===== config.mk =====
export PLATFORM = sky130hd
export DESIGN_NAME = ps2_rx
export DESIGN_NICKNAME = d
export VERILOG_FILES = /design/src/rtl/ps2_rx_pkg.sv /design/src/rtl/ps2_rx_filter.sv /design/src/rtl/ps2_rx.sv
export SDC_FILE = /design/constraint.sdc
export NUM_CORES = 1
export LEC_CHECK = 0
export CAP_MARGIN = 30
export CORE_ASPECT_RATIO = 1.1
export CORE_MARGIN = 3
export CORE_UTILIZATION = 51
export DETAILED_ROUTE_END_ITERATION = 6
export PLACE_DENSITY = 0.74
export SLEW_MARGIN = 20
export SYNTH_ARGS = -nofsm -noshare
export SYNTH_HDL_FRONTEND = slang
export SYNTH_SLANG_ARGS = --single-unit

===== constraint.sdc =====
create_clock -name sys_clk -period 2 [get_ports sys_clk]
set_clock_uncertainty 0.2 [all_clocks]
set_input_delay 0.4 -clock sys_clk [delete_from_list [all_inputs] [get_ports sys_clk]]
set_output_delay 0.4 -clock sys_clk [all_outputs]
set_load 0.03 [all_outputs]

===== src/rtl/ps2_rx_pkg.sv =====
// Shared types and constants for the PS/2 keyboard receiver.
// Frame layout, FSM state encoding and timeout cycle computation.
package ps2_rx_pkg;

   typedef enum logic [1:0] {
      ST_IDLE,
      ST_DATA,
      ST_PARITY,
      ST_STOP
   } state_t;

   localparam int FRAME_BITS = 11;
   localparam int DATA_BITS  = FRAME_BITS - 3;

   function automatic int to_cyc(input int clk_hz, input int us);
      return clk_hz / 1000000 * us;
   endfunction

endpackage


===== src/rtl/ps2_rx_filter.sv =====
// PS/2 line conditioning: 2-flop synchronizers, clock glitch filter,
// falling-edge strobe of the filtered clock and synchronized data.
module ps2_rx_filter #(
   parameter int FILTER_LEN = 8
) (
   input  logic sys_clk,
   input  logic sys_res,
   input  logic ps2clk,
   input  logic ps2dat,
   output logic fall,
   output logic dat
);

   localparam int CW = $clog2(FILTER_LEN + 1);

   logic [1:0]    clk_sync;
   logic [1:0]    dat_sync;
   logic          filt;
   logic [CW-1:0] cnt;

   // Idle bus is high, so everything resets to 1 to avoid a spurious fall.
   always_ff @(posedge sys_clk) begin
      if (sys_res) begin
         clk_sync <= 2'b11;
         dat_sync <= 2'b11;
         filt     <= 1'b1;
         cnt      <= '0;
         fall     <= 1'b0;
      end else begin
         clk_sync <= {clk_sync[0], ps2clk};
         dat_sync <= {dat_sync[0], ps2dat};
         fall     <= 1'b0;
         if (clk_sync[1] == filt) begin
            cnt <= '0;
         end else if (cnt == CW'(FILTER_LEN - 1)) begin
            filt <= clk_sync[1];
            cnt  <= '0;
            fall <= filt;
         end else begin
            cnt <= cnt + 1'b1;
         end
      end
   end

   assign dat = dat_sync[1];

endmodule


===== src/rtl/ps2_rx.sv =====
// Host-side PS/2 keyboard receiver with CPU ready/rd handshake.
// Define PS2_RX_FIFO_EN for a FIFO_DEPTH-entry receive FIFO.
module ps2_rx
   import ps2_rx_pkg::*;
#(
   parameter int CLK_HZ     = 6000000,
   parameter int FILTER_LEN = 8,
   parameter int TIMEOUT_US = 200
`ifdef PS2_RX_FIFO_EN
   ,
   parameter int FIFO_DEPTH = 4
`endif
) (
   input  logic       sys_clk,
   input  logic       sys_res,
   input  logic       ps2clk,
   input  logic       ps2dat,
   input  logic       rd,
   output logic [7:0] data,
   output logic       ready,
   output logic       err_parity,
   output logic       err_frame,
   output logic       overrun
);

   localparam int TO_CYC = to_cyc(CLK_HZ, TIMEOUT_US);
   localparam int TW     = $clog2(TO_CYC + 1);
   localparam int NW     = $clog2(DATA_BITS);

   logic          fall;
   logic          dat;
   state_t        state, state_n;
   logic [NW-1:0] cnt, cnt_n;
   logic [7:0]    sh, sh_n;
   logic          par, par_n;
   logic [TW-1:0] tmo, tmo_n;
   logic          push;
   logic          perr;
   logic          ferr;

   ps2_rx_filter #(
      .FILTER_LEN (FILTER_LEN)
   ) u_filter (
      .sys_clk (sys_clk),
      .sys_res (sys_res),
      .ps2clk  (ps2clk),
      .ps2dat  (ps2dat),
      .fall    (fall),
      .dat     (dat)
   );

   always_ff @(posedge sys_clk) begin
      if (sys_res) begin
         state      <= ST_IDLE;
         cnt        <= '0;
         sh         <= '0;
         par        <= 1'b0;
         tmo        <= '0;
         err_parity <= 1'b0;
         err_frame  <= 1'b0;
      end else begin
         state      <= state_n;
         cnt        <= cnt_n;
         sh         <= sh_n;
         par        <= par_n;
         tmo        <= tmo_n;
         err_parity <= perr;
         err_frame  <= ferr;
      end
   end

   always_comb begin
      state_n = state;
      cnt_n   = cnt;
      sh_n    = sh;
      par_n   = par;
      push    = 1'b0;
      perr    = 1'b0;
      ferr    = 1'b0;
      tmo_n   = (fall || state == ST_IDLE) ? '0 : tmo + 1'b1;
      if (fall) begin
         unique case (state)
            ST_IDLE: begin
               if (!dat) begin
                  state_n = ST_DATA;
                  cnt_n   = '0;
               end
            end
            ST_DATA: begin
               sh_n = {dat, sh[7:1]};
               if (cnt == NW'(DATA_BITS - 1)) begin
                  state_n = ST_PARITY;
               end else begin
                  cnt_n = cnt + 1'b1;
               end
            end
            ST_PARITY: begin
               par_n   = dat;
               state_n = ST_STOP;
            end
            ST_STOP: begin
               state_n = ST_IDLE;
               // Parity fault wins over a bad stop bit.
               if (!(^{sh, par})) begin
                  perr = 1'b1;
               end else if (!dat) begin
                  ferr = 1'b1;
               end else begin
                  push = 1'b1;
               end
            end
         endcase
      end else if (state != ST_IDLE && tmo == TW'(TO_CYC - 1)) begin
         state_n = ST_IDLE;
         tmo_n   = '0;
         ferr    = 1'b1;
      end
   end

`ifdef PS2_RX_FIFO_EN

   localparam int AW = $clog2(FIFO_DEPTH);

   logic [7:0]  mem [FIFO_DEPTH];
   logic [AW-1:0] wp;
   logic [AW-1:0] rp;
   logic [AW:0]   count;
   logic          full;
   logic          pop;
   logic          wr;

   assign full = (count == (AW+1)'(FIFO_DEPTH));
   assign pop  = rd && (count != '0);
   assign wr   = push && (!full || pop);

   always_ff @(posedge sys_clk) begin
      if (sys_res) begin
         for (int i = 0; i < FIFO_DEPTH; i++) begin
            mem[i] <= '0;
         end
         wp      <= '0;
         rp      <= '0;
         count   <= '0;
         overrun <= 1'b0;
      end else begin
         overrun <= push && !wr;
         if (wr) begin
            mem[wp] <= sh;
            wp      <= wp + 1'b1;
         end
         if (pop) begin
            rp <= rp + 1'b1;
         end
         if (wr && !pop) begin
            count <= count + 1'b1;
         end else if (!wr && pop) begin
            count <= count - 1'b1;
         end
      end
   end

   assign data  = mem[rp];
   assign ready = (count != '0);

`else

   // A byte landing with rd in the same cycle replaces the one being read.
   always_ff @(posedge sys_clk) begin
      if (sys_res) begin
         data    <= '0;
         ready   <= 1'b0;
         overrun <= 1'b0;
      end else begin
         overrun <= 1'b0;
         if (push && (!ready || rd)) begin
            data  <= sh;
            ready <= 1'b1;
         end else begin
            if (push) begin
               overrun <= 1'b1;
            end
            if (rd) begin
               ready <= 1'b0;
            end
         end
      end
   end

`endif

endmodule


-- Word-level counts from Yosys, hierarchy flattened
Index checks and enable logic that the tools add are counted.
W data, S select, Z words.
- bits in registers: 47
- input port bits: 5
- output and inout port bits: 12
- $add $sub $neg: 3
- equality and inequality tests: 11
- mux-type cells: 24
- bitwise logic cells: 4
- reduce and logical (&&, ||, !) cells: 20
- operators with widths (kind ; count):
    $mux W11 ; 3
    $mux W1 ; 13
    $add A11 B1 Y11 const B ; 1
    $eq A11 B11 Y1 const B ; 1
    $reduce_or A3 Y1 ; 3
    $reduce_xor A9 Y1 ; 1
    $mux W2 ; 4
    $pmux W2 S4 ; 1
    $reduce_bool A2 Y1 ; 4
    $mux W3 ; 2
    $ne A3 B3 Y1 const B ; 2
    $pmux W3 S2 ; 1
    $reduce_and A2 Y1 ; 3
    $add A4 B1 Y4 const B ; 1
    $eq A2 B2 Y1 const B ; 2
    $eq A4 B3 Y1 const B ; 1
    $ne A2 B2 Y1 const B ; 2
    $not A1 Y1 ; 4
    $reduce_and A4 Y1 ; 1
    $add A3 B1 Y3 const B ; 1
    $eq A3 B3 Y1 const B ; 1
    $reduce_and A3 Y1 ; 1
    $eq A2 B1 Y1 const B ; 1
    $logic_and A1 B1 Y1 ; 2
    5 further kinds ; 6

-- Longest topological paths before layout
Gate-level depths: netlist of the first run.
- depth after elaboration: 6
- gate-level depth with buffers: 6
- mapped depth without buffers: 6

-- Hierarchy
A second synthesis of the first run with hierarchy kept.
- cell total of the unflattened synthesis: 213
- area total of the unflattened synthesis: 2029.4 µm²
- by module, submodules not included (module ; times used ; cells each ; area an instance (µm²) ; sequential area each (µm²)):
    ps2_rx ; 1 ; 184 ; 1695.4 ; 740.7
    ps2_rx_filter ; 1 ; 29 ; 334.1 ; 200.2

-- Worst setup path after synthesis of the first run
No wires, ideal clock.
- path type: flip-flop to flip-flop
- start: register state[0]
- end: register state[0]
- setup time: 0.070 ns
- data arrival time: 1.717 ns
- setup slack: 0.012 ns
- stages on the path, launching flop included: 7
- buffers on the path: 0
- clock period less this slack: 1.988 ns
- cells stage by stage: dfxtp_1 -> inv_1 -> ha_1 -> a21boi_0 -> a41oi_1 -> or4b_1 -> a21oi_1
- cells in the longest elaborated chain, start to end: 4
- elaborated cells on any way between the ends: 12
- ends and longest elaborated chain (element ; line ; source):
    from (decl) ; ps2_rx.sv:32 ; state_t state, state_n;
    from (signal assigned) ; ps2_rx.sv:62 ; state <= state_n;
    parallel branches: the longest is 4 deep, another holds $pmux W2 S4 ; n/a ;
Several ways; the timed one is not identified.
A chain may end at the register's enable or synchronous reset.

-- Worst setup path in the final report of the first run
- start: register sh[7]
- end: register data[5]
- cells in the longest elaborated chain, start to end: 5
- ends and longest elaborated chain (element ; line ; source):
    from (decl) ; ps2_rx.sv:34 ; logic [7:0] sh, sh_n;
    from (signal assigned) ; ps2_rx.sv:64 ; sh <= sh_n;
    $reduce_xor A9 Y1 ; ps2_rx.sv:104 ; if (!(^{sh, par})) begin
    $mux W1 ; ps2_rx.sv:104 ;
    $mux W1 ; ps2_rx.sv:82 ; unique case (state)
    $mux W1 ; ps2_rx.sv:81 ; if (fall) begin
    $logic_and A1 B1 Y1 ; ps2_rx.sv:175 ; if (push && (!ready || rd)) begin
    to (signal assigned) ; ps2_rx.sv:176 ; data <= sh;
    to (decl) ; ps2_rx.sv:19 ; output logic [7:0] data,
No other way between the ends.

==> impl_metrics.env, run 1 <==
export IMPL_outcome="finished, final reports clean"
export IMPL_clk_latency_ps=300
export IMPL_area_delta_synth_final_pct=25.2
export IMPL_rows=23
export IMPL_fin_cells=302
export IMPL_cts_sinks=47
export IMPL_yosysTopAreaCell="dfxtp_1"
export IMPL_seqPwrFrac=0.559
export IMPL_arrival_ps=1980
export IMPL_cpPeakStageDelay_ps=410
export IMPL_post_drt_wl_per_cell_microns=11.5
export IMPL_place_inst=292
export IMPL_die_h_microns=72.2
export IMPL_gp_congestion=0.708
export IMPL_synth_area_sq_um=2030
export IMPL_setup_viol_count_final=0
export IMPL_routed_via_density=5.07
export IMPL_drive_gt1_frac=0.175
export IMPL_ys_types=36
export IMPL_antenna_found_initial=0
export IMPL_dieWidth_microns=66.1
export IMPL_synth_top_area_frac=0.464
export IMPL_maxCapViolCount=0
export IMPL_ys_seq_elements=47
export IMPL_io_buffers=16
export IMPL_cp_slowest_cell="xnor3_1"
export IMPL_setup_ws_ps=59.4
export IMPL_critPathKind="reg2reg"
export IMPL_route_detailed_drc=0
export IMPL_path_cells="xnor3_1 -> or3b_4 -> mux2i_4 -> buf_12 -> mux2i_2"
export IMPL_cp_num_buf_inv=1
export IMPL_syn_inst=216
export IMPL_finalCritPeriodShare=0.970
export IMPL_fin_total_pwr_w=0.00168
export IMPL_finalCriticalPeriod_ps=1940
export IMPL_pin_count=17
export IMPL_drt_iter0_markers=99
export IMPL_cts_buffers=5
export IMPL_initial_core_util=0.542
export IMPL_postLayoutCellArea_sq_um=2540
export IMPL_placed_area_sq_um=2380
export IMPL_first_pass_iters=4
export IMPL_p_int_w=0.00134
export IMPL_cts_max_path_buffers=2
export IMPL_cts_root_buf="clkbuf_8"
export IMPL_required_ps=2030
export IMPL_die_area_sq_um=4770
export IMPL_grt_pass1_vias=1433
export IMPL_p_comb_frac=0.023
export IMPL_fin_nets=264
export IMPL_p_leak_nw=0.928
export IMPL_place_ws_ps=-142
export IMPL_htreeDepth=2
export IMPL_hold_violations=0
export IMPL_synth_seq_area_share=0.464
export IMPL_regToRegSetupSlack_ps=60
export IMPL_grt_max_degree=17
export IMPL_start_kind="flip-flop"
export IMPL_crit_fanout=8
export IMPL_max_freq_ghz=0.515
export IMPL_cp_top_family="XOR/XNOR gates"
export IMPL_ant_nets=0
export IMPL_max_slew_margin=0.784
export IMPL_syn_num_nets=229
export IMPL_synthTopCellsByArea="dfxtp_1 (46%), ha_1 (4.9%), xor2_1 (4.7%)"
export IMPL_diodes=0
export IMPL_syn_area_per_cell_sq_um=9.40
export IMPL_track_usage=0.171
export IMPL_netSwitchingFraction=0.205
export IMPL_worstMarginPinSlew_ps=320
export IMPL_grt_pass1_wl_microns=6200
export IMPL_hold_path_class="reg2reg"
export IMPL_rsz0062_at_grt="yes"
export IMPL_wl_microns=3480
export IMPL_path_clk_slew_ps=90
export IMPL_cts_tree="yes"
export IMPL_core_sq_um=3740
export IMPL_peakVddDrop_mv=0.455
export IMPL_place_hpwl_microns=2540
export IMPL_utilization=0.679
export IMPL_num_vias=1532
export IMPL_final_cell_mix="dfxtp_1 (43), nand2_1 (21), buf_4 (19)"
export IMPL_power_density_nw_per_um2=663
export IMPL_slew_violations=0
export IMPL_pwr_share_clk=0.418
export IMPL_fillerInstances=307
export IMPL_worstSetupEndpointType="flip-flop"
export IMPL_ys_warn_count=0
export IMPL_final_common_cell="dfxtp_1"
export IMPL_globalRouteOverflowTotal=0
export IMPL_switchingPower_w=0.000346
-- repair_timing --
action | CTS | global route
hold buffers | 0 | 0
setup buffers | 0 | 2
pin swaps | 0 | 1
gates cloned | 0 | 0
endpoints found under the setup margin | 1 | 13
gates resized for setup | 1 | 9
-- worst reg2reg max path, cell delays in order, from the launching register on --
cell	delay (ps)
dfxtp_2	350
xnor3_1	410
or3b_4	390
mux2i_4	170
buf_12	150
mux2i_2	200
-- stage by stage --
stage / setup TNS [ps] / hold WS [ps]
floorplan: 0 / 189
global placement: -830 / 193
detailed placement: -1190 / 192
global route: -6.90 / 241
finish: 0 / 214
CTS: 0 / 215
-- registers in the layout, summed over array words and instances (netlist names), 2 cells and up --
| signal | cells |
|---|---|
| cnt | 3 |
| tmo | 11 |
| u_filter.dat_sync | 2 |
| sh | 8 |
| data | 8 |
| u_filter.clk_sync | 2 |
| state | 2 |
| u_filter.cnt | 4 |
-- cell usage after synthesis --
cell type  count
dfxtp_1       47
nand2_1       22
nor2_1        18
nand2b_1      15
a21oi_1       14
nand3_1       14
xor2_1        11
clkbuf_1       8
ha_1           8
mux2i_1        8
nand4_1        7
xnor2_1        5
inv_1          4
or2_2          4
and3_1         3
and2_1         2
and4_1         2
nor3_1         2
o21ai_0        2
or2b_1         2
or3_1          2
xnor3_1        2
a211o_1        1
a21boi_0       1
a41oi_1        1
buf_2          1
mux2i_4        1
nand3b_1       1
nand4b_1       1
nor2b_1        1
nor4bb_1       1
o211ai_1       1
o22ai_1        1
o41ai_1        1
or3b_4         1
or4b_1         1
-- layer usage --
layer	track usage	vias to the layer above	share of wire
met4	0.0880	0	0.024
met2	0.276	12	0.49
met1	0.204	709	0.46
met3	0.0511	5	0.027
li1	-	806	-
met5	0	-	0
-- area by class of cell --
type / instances / area [sq um] / area share
multi-input combinational: 156 / 1060 / 0.417
sequential: 47 / 946 / 0.372
timing repair buffer: 37 / 343 / 0.135
clock buffer: 5 / 68.8 / 0.0271
tap: 50 / 62.6 / 0.0246
clock inverter: 3 / 46.3 / 0.0182
inverter: 4 / 15.0 / 0.00591
-- cell families after synthesis --
family	count (synthesis)	share of synthesized area
compound gates	22	0.0629
fa+ha+maj	8	0.0493
mux	9	0.0506
buf+inv	13	0.0247
xor+xnor	18	0.0912
flops	47	0.464
simple gates	99	0.258
-- path summary, 6_finish.rpt --
check                              end  depth (start not counted)                 start
setup reg to reg               data[5]                          5                 sh[7]
hold / removal    u_filter.clk_sync[1]                          1  u_filter.clk_sync[0]
setup / recovery               data[5]                          5                 sh[7]
hold reg to reg   u_filter.clk_sync[1]                          1  u_filter.clk_sync[0]
-- power by group through the flow --
stage	Clock [W]	Combinational [W]	Sequential (W)
after floorplan	0	0.0000173	0.000963
after global placement	0	0.0000378	0.000964
after detailed placement	0	0.0000382	0.000964
after CTS	0.000730	0.0000382	0.000942
after global routing	0.000764	0.0000422	0.000943
final	0.000705	0.0000380	0.000942
Power figures use the tool's default switching activity.
==> run 2, diff against run 1 <==
--- a/config.mk
+++ b/config.mk
@@ -7,7 +7,7 @@
 export LEC_CHECK = 0
 export CAP_MARGIN = 30
 export CORE_ASPECT_RATIO = 1.1
-export CORE_MARGIN = 3
+export CORE_MARGIN = 2
 export CORE_UTILIZATION = 51
 export DETAILED_ROUTE_END_ITERATION = 6
 export PLACE_DENSITY = 0.74
==> run 2 against run 1 <==
Combinational power fell by 21%. Cell area is 2.8% lower. Global-route usage is 0.90 points lower. Sequential share of layout area up 0.97 points. Non-clock buffer count shrank 2. Register-to-register slack is essentially flat. Sequential cell count stayed put. Setup slack is essentially flat. Routed wire length is 4.0% lower.
==> impl_metrics.env, run 2 (synthesized netlist as in run 1, its figures left out) <==
export IMPL_io_buffers=16
export IMPL_final_common_cell="dfxtp_1"
export IMPL_cts_max_path_buffers=2
export IMPL_grt_pass1_wl_microns=5830
export IMPL_largest_reg_flops=11
export IMPL_r2r_start="sh[7]"
export IMPL_routed_via_density=4.97
export IMPL_fin_total_pwr_w=0.00151
export IMPL_setup_viol_count_final=0
export IMPL_globalRouteOverflowTotal=0
export IMPL_peakVddDrop_mv=0.439
export IMPL_wl_microns=3340
export IMPL_rows=24
export IMPL_wl_met3_microns=89
export IMPL_track_usage=0.162
export IMPL_post_drt_wl_per_cell_microns=11.1
export IMPL_highest_layer="met4"
export IMPL_cts_root_buf="clkbuf_8"
export IMPL_dieWidth_microns=64.1
export IMPL_cts_sinks=47
export IMPL_slew_violations=0
export IMPL_critPathKind="reg2reg"
export IMPL_postLayoutCellArea_sq_um=2470
export IMPL_path_clk_slew_ps=80
export IMPL_drive_gt1_frac=0.152
export IMPL_cts_tree="yes"
export IMPL_grt_pass1_vias=1383
export IMPL_finalCriticalPeriod_ps=1940
export IMPL_max_freq_ghz=0.515
export IMPL_num_vias=1500
export IMPL_area_delta_synth_final_pct=21.7
export IMPL_ant_nets=0
export IMPL_utilization=0.633
export IMPL_grt_max_degree=35
export IMPL_max_slew_margin=0.792
export IMPL_die_area_sq_um=4500
export IMPL_die_h_microns=70.2
export IMPL_finalCritPeriodShare=0.970
export IMPL_arrival_ps=1970
export IMPL_gp_congestion=0.739
export IMPL_reg_largest_list="tmo: 11 flops, data: 8 flops, sh: 8 flops"
export IMPL_hold_path_depth=1
export IMPL_crit_fanout=8
export IMPL_hold_violations=0
export IMPL_first_pass_iters=4
export IMPL_power_density_nw_per_um2=612
export IMPL_core_sq_um=3900
export IMPL_pin_count=17
export IMPL_hold_path_class="reg2reg"
export IMPL_start_kind="flip-flop"
export IMPL_cts_buffers=5
export IMPL_route_detailed_drc=0
export IMPL_p_leak_nw=0.905
export IMPL_wl_met1_microns=1610
export IMPL_fin_nets=262
export IMPL_startpoint="sh[7]"
export IMPL_initial_core_util=0.520
export IMPL_htreeDepth=2
export IMPL_maxCapViolCount=0
export IMPL_antenna_found_initial=0
export IMPL_wl_met2_microns=1590
export IMPL_worstHoldStart="u_filter.clk_sync[0]"
export IMPL_worstMarginPinSlew_ps=310
export IMPL_clk_latency_ps=290
export IMPL_place_hpwl_microns=2360
export IMPL_diodes=0
export IMPL_final_cell_mix="dfxtp_1 (45), nand2_1 (21), nor2_1 (18), buf_4 (18), clkdlybuf4s50_1 (16)"
export IMPL_drt_iter0_markers=36
export IMPL_outcome="finished, final reports clean"
export IMPL_required_ps=2030
export IMPL_top_register="tmo"
export IMPL_placed_area_sq_um=2360
export IMPL_r2r_cells=5
export IMPL_worstSetupEndpointType="flip-flop"
-- run 2: report_power, final --
group | switching [W] | internal, W | total (W) | leakage, nW
Combinational | 0.0000132 | 0.0000170 | 0.0000302 | 0.477
Sequential | 0.00000274 | 0.000939 | 0.000942 | 0.381
Clock | 0.000300 | 0.000239 | 0.000539 | 0.0477
-- run 2: what timing repair did --
action | CTS | global route
hold buffers | 0 | 0
buffers inserted | 0 | 2
endpoints found under the setup margin | 1 | 18
resized for setup | 1 | 5
pin swaps | 0 | 1
-- run 2: cell type report --
| class | count | area, sq um |
|---|---|---|
| Clock buffer | 5 | 68.8 |
| Clock inverter | 3 | 15.0 |
| Fill cell | 339 | 1430 |
| Inverter | 4 | 15.0 |
| Multi-Input combinational cell | 156 | 1050 |
| Sequential cell | 47 | 943 |
| Tap cell | 52 | 65.1 |
| Timing Repair Buffer | 35 | 315 |
-- run 2: through the flow --
| stage | worst slack (ps) | hold WS, ps | cells | TNS, ps |
|---|---|---|---|---|
| finish | 59.8 | 218 | 302 | 0 |
| global route | -16.6 | 237 | 302 | -23.8 |
| CTS | 34.4 | 223 | 300 | 0 |
| detailed placement | -119 | 203 | 292 | -904 |
| global placement | -91.5 | 193 | 292 | -727 |
| floorplan | 12.2 | 189 | 216 | 0 |
-- run 2: final timing paths --
kind,endpoint,slack [ps]
setup / recovery,data[2],60
hold / removal,u_filter.clk_sync[1],220
setup reg to reg,data[2],60
hold reg to reg,u_filter.clk_sync[1],220
-- run 2: critical path, stage by stage, from the launching register on --
cell and delay (ps):
dfxtp_2 340, xnor3_2 440, or3b_4 400, mux2i_4 170, buf_12 150, mux2i_1 170
-- run 2: metal layers --
layer | vias up | global-route usage
li1 | 796 | -
met1 | 683 | 0.194
met2 | 17 | 0.277
met3 | 4 | 0.0483
met4 | 0 | 0.0496
met5 | - | 0
